File: src/rtl/saber_wb_pkg.sv
// Shared constants and FSM encoding for the Saber polynomial accumulator writeback path.
package saber_wb_pkg;

  localparam int N_COEFF   = 256;
  localparam int LANES     = 4;
  localparam int WORDS     = 64;
  localparam int EQ        = 13;
  localparam int EP        = 10;
  localparam int LANE_BITS = 16;

  typedef enum logic [1:0] {
    ST_IDLE  = 2'd0,
    ST_RUN   = 2'd1,
    ST_DRAIN = 2'd2,
    ST_DONE  = 2'd3
  } wb_state_e;

  // Lane arithmetic is carried in EQ bits; the 10-bit mode just masks it down.
  function automatic logic [EQ-1:0] lane_mask(input logic coeff16);
    return coeff16 ? EQ'((1 << EP) - 1) : EQ'((1 << EQ) - 1);
  endfunction

endpackage

File: src/rtl/lane_round_add.sv
// One coefficient lane: optional add of the stored value, wrap to the lane width,
// optional Saber rounding (add constant, shift right), zero-extend to 16 bits.
module lane_round_add
  import saber_wb_pkg::*;
#(
  parameter int SHIFT       = 3,
  parameter int ROUND_CONST = 4
) (
  input  logic [EQ-1:0]        coeff,
  input  logic [EQ-1:0]        prev,
  input  logic                 acc_en,
  input  logic                 round_en,
  input  logic                 coeff16,
  output logic [LANE_BITS-1:0] result
);

  localparam logic [EQ-1:0] RC = EQ'(ROUND_CONST);

  logic [EQ-1:0] mask;
  logic [EQ-1:0] addend;
  logic [EQ-1:0] sum;
  logic [EQ-1:0] rounded;
  logic [EQ-1:0] shifted;

  // Masking after each add gives the mod 2^W wrap for either lane width.
  always_comb begin
    mask    = lane_mask(coeff16);
    addend  = acc_en ? prev : '0;
    sum     = (coeff + addend) & mask;
    rounded = (sum + RC) & mask;
    shifted = rounded >> SHIFT;
    result  = {{(LANE_BITS - EQ){1'b0}}, (round_en ? shifted : sum)};
  end

endmodule

File: src/rtl/poly_acc_writeback.sv
// Drains the multiplier accumulator four coefficients per cycle, optionally
// accumulates onto the stored polynomial and rounds, and writes 64 BRAM words.
module poly_acc_writeback
  import saber_wb_pkg::*;
#(
  parameter int SHIFT       = 3,
  parameter int ROUND_CONST = 4,
  parameter int ADDR_W      = 8
) (
  input  logic              clk,
  input  logic              rst,
  input  logic              start,
  input  logic              acc_mode,
  input  logic              round_en,
  input  logic              coeff16,
  input  logic [ADDR_W-1:0] base_addr,
  input  logic              mul_done,
  output logic              mul_read,
  output logic              mul_acc_clear,
  input  logic [63:0]       coeff4x_in,
  output logic [ADDR_W-1:0] prev_addr,
  input  logic [63:0]       prev_rdata,
  output logic [ADDR_W-1:0] wr_addr,
  output logic [63:0]       wr_data,
  output logic              wr_en,
  output logic              done
);

  localparam int            KW     = $clog2(WORDS);
  localparam logic [KW-1:0] K_LAST = KW'(WORDS - 1);

  wb_state_e         state_q, state_d;
  logic [KW-1:0]     k_q, k_d;
  logic              drain_q, drain_d;
  logic              acc_mode_q, acc_mode_d;
  logic              round_en_q, round_en_d;
  logic              coeff16_q, coeff16_d;
  logic [ADDR_W-1:0] base_q, base_d;

  logic                     s1_valid_q, s1_valid_d;
  logic [LANES-1:0][EQ-1:0] s1_lane_q, s1_lane_d;
  logic [KW-1:0]            s1_k_q, s1_k_d;

  logic              wr_en_q, wr_en_d;
  logic [ADDR_W-1:0] wr_addr_q, wr_addr_d;
  logic [63:0]       wr_data_q, wr_data_d;

  logic [LANES-1:0][LANE_BITS-1:0] lane_res;
  logic [LANES-1:0][EQ-1:0]        prev_lane;
  logic                            unused_hi_bits;

  always_comb begin
    state_d    = state_q;
    k_d        = k_q;
    drain_d    = drain_q;
    acc_mode_d = acc_mode_q;
    round_en_d = round_en_q;
    coeff16_d  = coeff16_q;
    base_d     = base_q;
    unique case (state_q)
      ST_IDLE: begin
        if (start && mul_done) begin
          state_d    = ST_RUN;
          k_d        = '0;
          acc_mode_d = acc_mode;
          round_en_d = round_en;
          coeff16_d  = coeff16;
          base_d     = base_addr;
        end
      end
      ST_RUN: begin
        if (k_q == K_LAST) begin
          state_d = ST_DRAIN;
          drain_d = 1'b0;
        end else begin
          k_d = k_q + 1'b1;
        end
      end
      ST_DRAIN: begin
        if (drain_q) begin
          state_d = ST_DONE;
        end else begin
          drain_d = 1'b1;
        end
      end
      ST_DONE: begin
        state_d = ST_IDLE;
      end
      default: begin
        state_d = ST_IDLE;
      end
    endcase
  end

  always_ff @(posedge clk or posedge rst) begin
    if (rst) begin
      state_q    <= ST_IDLE;
      k_q        <= '0;
      drain_q    <= 1'b0;
      acc_mode_q <= 1'b0;
      round_en_q <= 1'b0;
      coeff16_q  <= 1'b0;
      base_q     <= '0;
    end else begin
      state_q    <= state_d;
      k_q        <= k_d;
      drain_q    <= drain_d;
      acc_mode_q <= acc_mode_d;
      round_en_q <= round_en_d;
      coeff16_q  <= coeff16_d;
      base_q     <= base_d;
    end
  end

  // Control outputs decode the state register so reset clears them without a clock.
  assign mul_read      = (state_q == ST_RUN);
  assign done          = (state_q == ST_DONE);
  assign mul_acc_clear = (state_q == ST_DONE);
  assign prev_addr     = mul_read ? (base_q + ADDR_W'(k_q)) : '0;

  always_comb begin
    s1_valid_d = mul_read;
    s1_k_d     = k_q;
    s1_lane_d  = s1_lane_q;
    if (mul_read) begin
      for (int i = 0; i < LANES; i++) begin
        s1_lane_d[i] = coeff4x_in[LANE_BITS*i +: EQ];
      end
    end
  end

  always_comb begin
    for (int i = 0; i < LANES; i++) begin
      prev_lane[i] = prev_rdata[LANE_BITS*i +: EQ];
    end
  end

  generate
    for (genvar g = 0; g < LANES; g++) begin : g_lane
      lane_round_add #(
        .SHIFT       (SHIFT),
        .ROUND_CONST (ROUND_CONST)
      ) u_lane (
        .coeff    (s1_lane_q[g]),
        .prev     (prev_lane[g]),
        .acc_en   (acc_mode_q),
        .round_en (round_en_q),
        .coeff16  (coeff16_q),
        .result   (lane_res[g])
      );
    end
  endgenerate

  // Stage 2 combines stage-1 lanes with the BRAM word that arrived this cycle.
  always_comb begin
    wr_en_d   = s1_valid_q;
    wr_addr_d = s1_valid_q ? (base_q + ADDR_W'(s1_k_q)) : '0;
    wr_data_d = s1_valid_q ? lane_res : '0;
  end

  always_ff @(posedge clk or posedge rst) begin
    if (rst) begin
      s1_valid_q <= 1'b0;
      s1_lane_q  <= '0;
      s1_k_q     <= '0;
      wr_en_q    <= 1'b0;
      wr_addr_q  <= '0;
      wr_data_q  <= '0;
    end else begin
      s1_valid_q <= s1_valid_d;
      s1_lane_q  <= s1_lane_d;
      s1_k_q     <= s1_k_d;
      wr_en_q    <= wr_en_d;
      wr_addr_q  <= wr_addr_d;
      wr_data_q  <= wr_data_d;
    end
  end

  assign wr_en   = wr_en_q;
  assign wr_addr = wr_addr_q;
  assign wr_data = wr_data_q;

  assign unused_hi_bits = ^{coeff4x_in[15:13], coeff4x_in[31:29], coeff4x_in[47:45],
                            coeff4x_in[63:61], prev_rdata[15:13], prev_rdata[31:29],
                            prev_rdata[47:45], prev_rdata[63:61]};

endmodule

File: config.mk
export PLATFORM = sky130hd
export DESIGN_NAME = poly_acc_writeback
export DESIGN_NICKNAME = d
export VERILOG_FILES = /design/src/rtl/saber_wb_pkg.sv /design/src/rtl/lane_round_add.sv /design/src/rtl/poly_acc_writeback.sv
export SDC_FILE = /design/constraint.sdc
export NUM_CORES = 1
export LEC_CHECK = 0
export ABC_CLOCK_PERIOD_IN_PS = 13230
export BUFFER_PORTS_ARGS = -buffer_cell sky130_fd_sc_hd__clkbuf_2
export CAP_MARGIN = 20
export CORE_AREA = 5 5 236 169
export DETAILED_ROUTE_END_ITERATION = 10
export DIE_AREA = 0 0 241 174
export PLACE_DENSITY = 0.48
export SLEW_MARGIN = 20
export SYNTH_ARGS = -nofsm -noshare
export SYNTH_HDL_FRONTEND = slang
export SYNTH_SLANG_ARGS = --single-unit
File: constraint.sdc
create_clock -name clk -period 13.23 [get_ports clk]
set_input_delay 1.323 -clock clk [delete_from_list [all_inputs] [get_ports clk]]
set_output_delay 1.323 -clock clk [all_outputs]
set_load 0.01 [all_outputs]
# Yosys cells after proc, flatten, opt, wreduce, memory -nomap -nowiden
# Index checks and enable logic that the tools add are counted.
# word_totals
regBits	149
# op_classes
n_addsub	11
n_eq_ne	8
n_mux	21
n_bitwise	8
reduce_logical	8
# op_table
cell	n
13-bit two-way mux	9
13-bit AND	8
61-bit two-way mux	1
13-bit adder	4
13-bit by 3-bit adder with 13-bit output, second input constant	4
8-bit by 6-bit adder with 8-bit output	2
8-bit two-way mux	2
6-bit two-way mux	2
6-bit case mux with 2 select lines	1
2-bit case mux with 4 select lines	1
6-bit by 1-bit adder with 6-bit output, second input constant	1
6-bit equality test, second input constant	1
2-bit two-way mux	3
2-bit != test, second input constant	3
3-bit AND reduction	2
2-bit equality test, second input constant	2
2-bit AND reduction	2
2-bit nonzero test	2
2-bit by 1-bit equality test with 1-bit output, second input constant	1
2-bit zero test	1
2-bit by 1-bit != test with 1-bit output, second input constant	1
1-bit case mux with 2 select lines	1
1-bit logical AND	1
1-bit two-way mux	1

# Longest topological paths before layout
# Gate-level depths: netlist of run 1.
# logic_depth
depth_word	7
mapped_depth	15

# By module
# Synthesis of run 1 repeated with hierarchy kept, for this count alone.
# unflattened
hier_cells	1212
area_unflattened_um2	11123.2
# by_module_without_submodules
module	instances	cells_per_inst	area_each_um2
poly_acc_writeback	1	440	6003.3
lane_round_add	4	193	1280.0

# Worst setup path before layout of run 1
# No wires, ideal clock.
# synth_path
kind	input to register
startpoint	input prev_rdata[32]
endpoint	register wr_data_q[40] (netlist: wr_data[40])
setup_ps	69
arrival_time_ps	3691
required_ps	13161
slack_ps	9469
stages	12
n_path_buf	0
path_cell_list	and2_1 > ha_1 > inv_1 > fa_1 > nor2b_4 > o31a_1 > o21ba_1 > o221ai_2 > nor3b_1 > or3_4 > or4_1 > nand3_1
# synth_between
elab_chain_cells	7
# synth_lines
element	line_no	text
start, declared	poly_acc_writeback.sv:22	input logic [63:0] prev_rdata,
13-bit two-way mux *	lane_round_add.sv:28	addend = acc_en ? prev : '0;
13-bit adder *	lane_round_add.sv:29	sum = (coeff + addend) & mask;
13-bit AND *	lane_round_add.sv:29	
13-bit by 3-bit adder with 13-bit output	lane_round_add.sv:30	rounded = (sum + RC) & mask;
13-bit AND	lane_round_add.sv:30	
13-bit two-way mux *	lane_round_add.sv:32	result = {{(LANE_BITS - EQ){1'b0}}, (round_en ? shifted : sum)};
61-bit two-way mux *	poly_acc_writeback.sv:158	wr_data_d = s1_valid_q ? lane_res : '0;
net wr_data_d[40]	poly_acc_writeback.sv:46	logic [63:0] wr_data_q, wr_data_d;
end signal, assigned	poly_acc_writeback.sv:175	wr_data_q <= wr_data_d;
end, declared	poly_acc_writeback.sv:46	
# Mark *: on every way through the listed nets, which the timed path passes. The rest lies on a longest branch.
# A chain may end at the register's enable or synchronous reset.

# Worst setup path in the final report of run 1
# layout_path
startpoint	register acc_mode_q
endpoint	register wr_data_q[9] (netlist: wr_data[9])
# layout_between
elab_chain_cells	7
# layout_lines
element	line_no	text
start, declared	poly_acc_writeback.sv:35	logic acc_mode_q, acc_mode_d;
start signal, assigned	poly_acc_writeback.sv:108	acc_mode_q <= acc_mode_d;
13-bit two-way mux *	lane_round_add.sv:28	
13-bit adder *	lane_round_add.sv:29	
13-bit AND *	lane_round_add.sv:29	
13-bit by 3-bit adder with 13-bit output	lane_round_add.sv:30	
13-bit AND	lane_round_add.sv:30	
13-bit two-way mux *	lane_round_add.sv:32	
61-bit two-way mux *	poly_acc_writeback.sv:158	
net wr_data_d[9]	poly_acc_writeback.sv:46	
# Marked as above.

==> flow_summary.yaml, run 1 <==
status:
  status: "completed"
placed_design:
  port_buffers: 190
  dp_cells: 1592
  finalWeightedCongestion: 0.806
  hpwl_um: 21300
cells_and_area:
  syn2layout_area_growth_pct: 22.4
  final_nets: 1334
  final-instance-count-excl-fill: 1624
  drive_gt1_share_pct: 27.7
  n_antenna_cell: 0
  final_core_util_pct: 30.0
run:
  drv_cap: 0
logic_synthesis:
  synth_top_family_by_area: "simple AND/OR/NAND/NOR gates"
  synth_ff_type: "dfrtp_1"
  yosys.area_share.simple_pct: 18.3
  ys_seq_area_share_pct: 38.0
  muxShareOfSynthArea_pct: 7.87
  synth_common_cells: "dfrtp_1, nor2_1, ha_1"
  syn_avg_cell_area_um2: 9.93
  synthArstFlopShare_pct: 100
  synth-xor-area-share_pct: 6.59
  synth-compound-area-share_pct: 14.8
  postSynthCellCount: 929
  synth_top_area_share_pct: 38.0
  syn_area_mm2: 0.00922
  synth.most_common_cell: "dfrtp_1"
  synth_top_area_cell: "dfrtp_1"
  synthAdderAreaFrac_pct: 10.8
  synth_top_cells_by_area: "dfrtp_1, ha_1, mux2_2"
  synth-warning-count: 0
  synth_cell_types: 81
  yosys_register_bits: 140
  synth_edf_count: 0
clock_network:
  clkSinkCount: 140
  ctsHoldBuffers: 0
  cts-root-buf: "clkbuf_16"
  htreeDepth: 4
  cts_resized: 0
  cts_max_path_buffers: 2
  post_cts_buffers: 0
  clkSlewWorstSetupHoldPaths_ps: 70
  cts_tree: "built"
  clock_latency_ps: 440
  cts_inserted_buffers: 17
sta:
  worstMarginPinSlew_ps: 899
  period_share_pct: 30.2
  finalCriticalPeriod_ps: 4000
  skew_ps: 11.3
  rsz0062_at_grt: "false"
  finalHoldViolCount: 0
  setup_tns_ps: 0
  maxSlewHeadroom_pct: 40.1
  fmax_mhz: 250
  slew_violations: 0
  setup_viol: 0
route:
  vias: 7426
  drt-pass1-iter-count: 5
  drt_iter0_drc: 359
  vias_per_cell: 4.57
  routed_wl_um: 28000
  wl_per_cell_um: 17.3
  remaining_drc_errors: 0
  ant_nets: 0
worst_setup_path:
  cp_slowest_stage_delay_ps: 630
  worstPathRequired_ps: 13540
  critPathMaxFanout: 39
  path_class: "register to register"
  slowest_stage: "dfrtp_1"
  timing.critical_path.from: "acc_mode_q"
  path_delay_family: "compound AO/OA/AOI/OAI gates"
  start_kind: "register"
  cp-end-kind: "register"
  rr_startpoint: "acc_mode_q"
  crit_arrival_ps: 4310
  crit_chain: "buf_4 > and2_1 > ha_1 > inv_1 > fa_1 > nor2b_1 > o31a_1 > o2111ai_1 > and3_1 > o21ai_0 > and4bb_1 > xnor3_1 > o32ai_1"
  ff2ff_setup_slack_ps: 9230
  crit_buf_inv: 2
power_and_ir_drop:
  p_int_uw: 776
  leakagePower_nw: 5.27
  combPwrFrac_pct: 10.5
  clockPowerShare_pct: 46.6
  sw_frac_of_total_pct: 26.4
  irDropWorstVdd_mv: 0.0766
  seqPwrFrac_pct: 42.9
  power.density_mw_per_mm2: 93.4
  p_sw_uw: 278
floorplan:
  die_h_um: 174
  start_util_pct: 24.5
  core_mm2: 0.0377
  die_w_um: 241
  die_area_mm2: 0.0419
  rows: 60
  pin_count: 227
worst_hold_path:
  hold_path_class: "register to register"
  min-delay-start: "k_q[2]"
grt:
  track_usage_pct: 13.5
  antenna_found_initial: 0
  grt_start_max_net_pins: 89
  grt_pass1_vias: 7653
  gr-total-overflow: 0
  grt_pass1_wl_um: 44200
area by class of cell:
type / count / area (µm²)
multi-input cells: 723 / 5440
clock inverters: 13 / 140
repair buffers: 197 / 1000
flip-flops and latches: 140 / 3500
well taps: 496 / 621
clock buffers: 19 / 443
fillers: 4010 / 26400
inverters: 36 / 140
layer usage:
metal | vias to the layer above | part of all wire, % | track usage (%)
li1 | 3698 | - | -
met1 | 3570 | 50 | 19.5
met2 | 139 | 44 | 20.5
met3 | 19 | 4.0 | 3.03
met4 | 0 | 1.4 | 3.27
met5 | - | 0 | 0
power by group through the flow:
stage	Combinational (mW)	Clock [mW]	Sequential, mW
2_1_floorplan	0.0650	0	0.463
3_3_place_gp	0.111	0	0.461
3_5_place_dp	0.113	0	0.461
4_1_cts	0.113	0.513	0.453
5_1_grt	0.126	0.531	0.454
6_report	0.111	0.491	0.453
through the flow:
stage                     cell area [µm²]  hold WS, ps  power, mW  worst slack [ps]
after floorplan                      9270          393      0.528              8150
after global placement              10700          473      0.572              9020
after detailed placement            10700          475      0.574              9020
after CTS                           11300          490       1.08              9140
after global routing                11300          520       1.11              8810
final                               11300          492       1.05              9230
worst paths after layout:
path | end | cells past startpoint
worst max-delay path | wr_data[9] | 13
worst min-delay path | s1_k_q[2] | 0
worst max register to register | wr_data[9] | 13
worst min register to register | s1_k_q[2] | 0
max in group asynchronous | state_q[0] | 3
min in group asynchronous | base_q[1] | 2
kinds of logic after synthesis:
| kind of cell | count (synthesis) |
|---|---|
| and+or+nand+nor | 310 |
| muxes | 65 |
| adders and majority gates | 76 |
| AOI/OAI and AO/OA | 193 |
| buffers and inverters | 77 |
| DFF | 140 |
| xor gates and xnor gates | 67 |
| other | 1 |
flip-flops by register name (all words and copies together) (netlist names):
signal      count
coeff16_q       1
acc_mode_q      1
s1_k_q          6
k_q             6
s1_valid_q      1
state_q         2
wr_data        52
wr_en           1
round_en_q      1
base_q          8
s1_lane_q      52
wr_addr         8
drain_q         1
worst reg2reg max path, stage by stage (launching register included):
cell and delay [ps]:
dfrtp_1 630, buf_4 470, and2_1 210, ha_1 190, inv_1 60, fa_1 410
nor2b_1 240, o31a_1 240, o2111ai_1 200, and3_1 200, o21ai_0 410, and4bb_1 280
xnor3_1 180, o32ai_1 170
placed cells by master, fill, tap and decap left out, types with 6 or more instances in the layout:
cell	instances
nor3_1	20
nand2_1	42
and2_1	59
and3_1	6
nand3_1	29
o21bai_1	6
nor3b_1	8
o21ai_0	33
clkbuf_16	17
nor4_1	10
buf_4	7
nand4_1	9
a211oi_1	21
xnor2_1	34
a21o_1	10
o21a_1	11
conb_1	12
nor2_1	78
a21oi_1	41
or2_2	7
ha_1	69
clkbuf_2	190
mux2_2	60
xor2_1	31
fa_1	6
o22ai_1	10
dfrtp_1	140
inv_1	35
nor2b_1	12
Note: power is estimated with default switching activity, not from simulation.
==> run 2, diff against run 1 <==
--- a/config.mk
+++ b/config.mk
@@ -5,13 +5,14 @@
 export SDC_FILE = /design/constraint.sdc
 export NUM_CORES = 1
 export LEC_CHECK = 0
-export ABC_CLOCK_PERIOD_IN_PS = 13230
+export ABC_AREA = 1
+export ABC_CLOCK_PERIOD_IN_PS = 3250
 export BUFFER_PORTS_ARGS = -buffer_cell sky130_fd_sc_hd__clkbuf_2
 export CAP_MARGIN = 20
-export CORE_AREA = 5 5 236 169
+export CORE_AREA = 5 5 244 175
 export DETAILED_ROUTE_END_ITERATION = 10
-export DIE_AREA = 0 0 241 174
-export PLACE_DENSITY = 0.48
+export DIE_AREA = 0 0 249 180
+export PLACE_DENSITY = 0.49
 export SLEW_MARGIN = 20
 export SYNTH_ARGS = -nofsm -noshare
 export SYNTH_HDL_FRONTEND = slang
==> constraint.sdc (replaced) <==
create_clock -name clk -period 3.25 [get_ports clk]
set_input_delay 0.325 -clock clk [delete_from_list [all_inputs] [get_ports clk]]
set_output_delay 0.325 -clock clk [all_outputs]
set_load 0.01 [all_outputs]
==> flow_summary.yaml, run 2 <==
route:
  routed_wl_um: 32500
  ant_nets: 0
  drt_iter0_drc: 691
  vias_per_cell: 4.32
  remaining_drc_errors: 0
  vias: 9521
  wl_per_cell_um: 14.7
  drt-pass1-iter-count: 7
grt:
  grt.busiest_layer: "met2"
  grt_start_max_net_pins: 47
  antenna_found_initial: 0
  met1_usage_pct: 20.3
  grtUsageMet2_pct: 22.3
  use_met3_pct: 3.87
  track_usage_pct: 14.4
  gr-total-overflow: 0
  grt_pass1_wl_um: 51400
  grt_pass1_vias: 9302
cells_and_area:
  final_common_cell: "nand2_1"
  drive_gt1_share_pct: 18.1
  fill_cells: 4480
  syn2layout_area_growth_pct: 22.6
  final_cell_mix: "nand2_1, inv_1, clkbuf_2, dfrtp_1, nand3_1"
  n_antenna_cell: 0
  final_nets: 1868
sta:
  worstMarginPinSlew_ps: 828
  finalHoldViolCount: 0
  setup_viol: 0
  setup_tns_ps: 0
  slew_violations: 0
  skew_ps: 21.2
  finalCriticalPeriod_ps: 2980
  fmax_mhz: 335
  rsz0062_at_grt: "false"
  maxSlewHeadroom_pct: 44.7
  period_share_pct: 91.8
worst_setup_path:
  rr_startpoint: "acc_mode_q"
  crit_top_cell: "nand2_1"
  cp_slowest_stage_delay_ps: 460
  ff2ff_setup_slack_ps: 380
  critPathMaxFanout: 4
  timing.critical_path.from: "k_q[0]"
  endpoint: "prev_addr[6]"
  slowest_stage: "dfrtp_1"
  path_delay_family: "adder cells"
  start_kind: "register"
  crit_chain: "ha_1 > fa_1 > nand2_1 > inv_1 > o21ai_0 > nand2_1 > nand2_1 > nand2_1 > a21oi_1 > o21ai_0 > a21oi_1 > clkbuf_2"
  crit_arrival_ps: 2660
  crit_buf_inv: 2
  cp-end-kind: "output pin"
  cp_num_cells: 12
  path_class: "register to output pin"
  timing.rr.end: "wr_data[7]"
  worstPathRequired_ps: 2920
  r2r_cells: 15
floorplan:
  die_h_um: 180
  die_area_mm2: 0.0448
  core_mm2: 0.0403
  start_util_pct: 24.6
  pin_count: 227
  die_w_um: 249
  rows: 62
logic_synthesis:
  synth_common_cells: "nand2_1, inv_1, dfrtp_1"
  synth_top_area_share_pct: 35.4
  syn_area_mm2: 0.00990
  yosys_register_bits: 140
  synthArstFlopShare_pct: 100
  synth_edf_count: 0
  synth-warning-count: 0
  postSynthCellCount: 1452
  syn_avg_cell_area_um2: 6.82
  synth_top_cells_by_area: "dfrtp_1, nand2_1, ha_1"
  synth_top_area_cell: "dfrtp_1"
  ys_seq_area_share_pct: 35.4
  synth_cell_types: 36
  synth.most_common_cell: "nand2_1"
  synth_ff_type: "dfrtp_1"
clock_network:
  htreeDepth: 4
  cts_inserted_buffers: 17
  cts-root-buf: "clkbuf_16"
  cts_resized: 0
  cts_tree: "built"
  cts_max_path_buffers: 2
  clock_latency_ps: 450
  clkSinkCount: 140
  post_cts_buffers: 0
  clkSlewWorstSetupHoldPaths_ps: 70
  ctsHoldBuffers: 0
placed_design:
  port_buffers: 190
  hpwl_um: 25400
  finalWeightedCongestion: 0.879
worst_hold_path:
  hold_path_class: "primary input to async pin"
status:
  status: "completed"
run:
  drv_cap: 0
power_and_ir_drop:
  p_total_mw: 12.1
  power.density_mw_per_mm2: 999
  irDropWorstVdd_mv: 0.373
  leakagePower_nw: 7.11
==> run 2: cell count changes after synthesis, moves of 31 or more <==
cell / before / now
nand2_1: 42 / 533
nand3_1: 29 / 126
and2_1: 59 / 0
mux2_2: 60 / 8
inv_1: 36 / 214
xnor2_1: 34 / 3
==> run 2: cells by family after synthesis <==
kind of cell	synth area share [%]
adders and majority gates	10.1
other	0.0379
xor gates and xnor gates	0.708
muxes	0.910
AOI/OAI and AO/OA	7.51
DFF	35.4
buffers and inverters	10.7
and+or+nand+nor	34.7
==> run 2: how the worst min path moves through the flow <==
stage	startpoint	cells after the start	end	slack [ps]
final	rst	2	s1_lane_q[46]	20
after global routing	coeff4x_in[39]	3	s1_lane_q[33]	40
after CTS	coeff4x_in[39]	3	s1_lane_q[33]	20
after detailed placement	k_q[3]	0	s1_k_q[3]	460
after global placement	k_q[3]	0	s1_k_q[3]	460
after floorplan	s1_valid_q	0	wr_en	370
==> run 2: through the flow <==
stage | worst slack, ps | area (µm²) | instances | util (%) | hold slack, ps
6_report | 265 | 12100 | 2206 | 30.2 | 21.2
4_1_cts | 254 | 12100 | 2206 | 30.2 | 24.1
5_1_grt | 56.9 | 12100 | 2206 | 30.2 | 37.4
3_5_place_dp | 368 | 11500 | 2174 | 28.7 | 460
3_3_place_gp | 410 | 11500 | 2174 | 28.7 | 456
2_1_floorplan | 430 | 9940 | 1463 | - | 372
==> run 2: cell type report <==
class	instances	area, µm²	area share (%)
multi-input combinational	1058	5400	44.5
sequential	140	3500	28.9
timing repair buffer	210	1130	9.28
inverter	222	837	6.89
tap	544	681	5.61
clock buffer	20	457	3.76
clock inverter	12	139	1.14
==> run 2: routing by layer <==
metal,share of wire (%),routed length (µm),vias to the layer above
met5,0,0,-
met4,1.3,408,0
met3,4.5,1450,29
met2,44,14300,210
met1,50,16400,4351
li1,-,-,4931
==> run 2: report_power, final <==
part	switching [mW]	internal, mW
sequential	0.439	2.45
combinational	4.82	2.39
clock	0.857	1.18
==> run 2: worst reg2reg max path, cell delays in order, from the launching register on <==
cell and delay (ps):
dfrtp_2 450, buf_4 220, nand2_1 70, inv_1 50, ha_1 170, inv_1 60, fa_1 390, xnor2_1 310
ha_1 220, nand2_1 80, nor2_2 180, nand3_2 130, nor2_2 140, nand2_1 70, nand3_1 70, o21ai_0 90
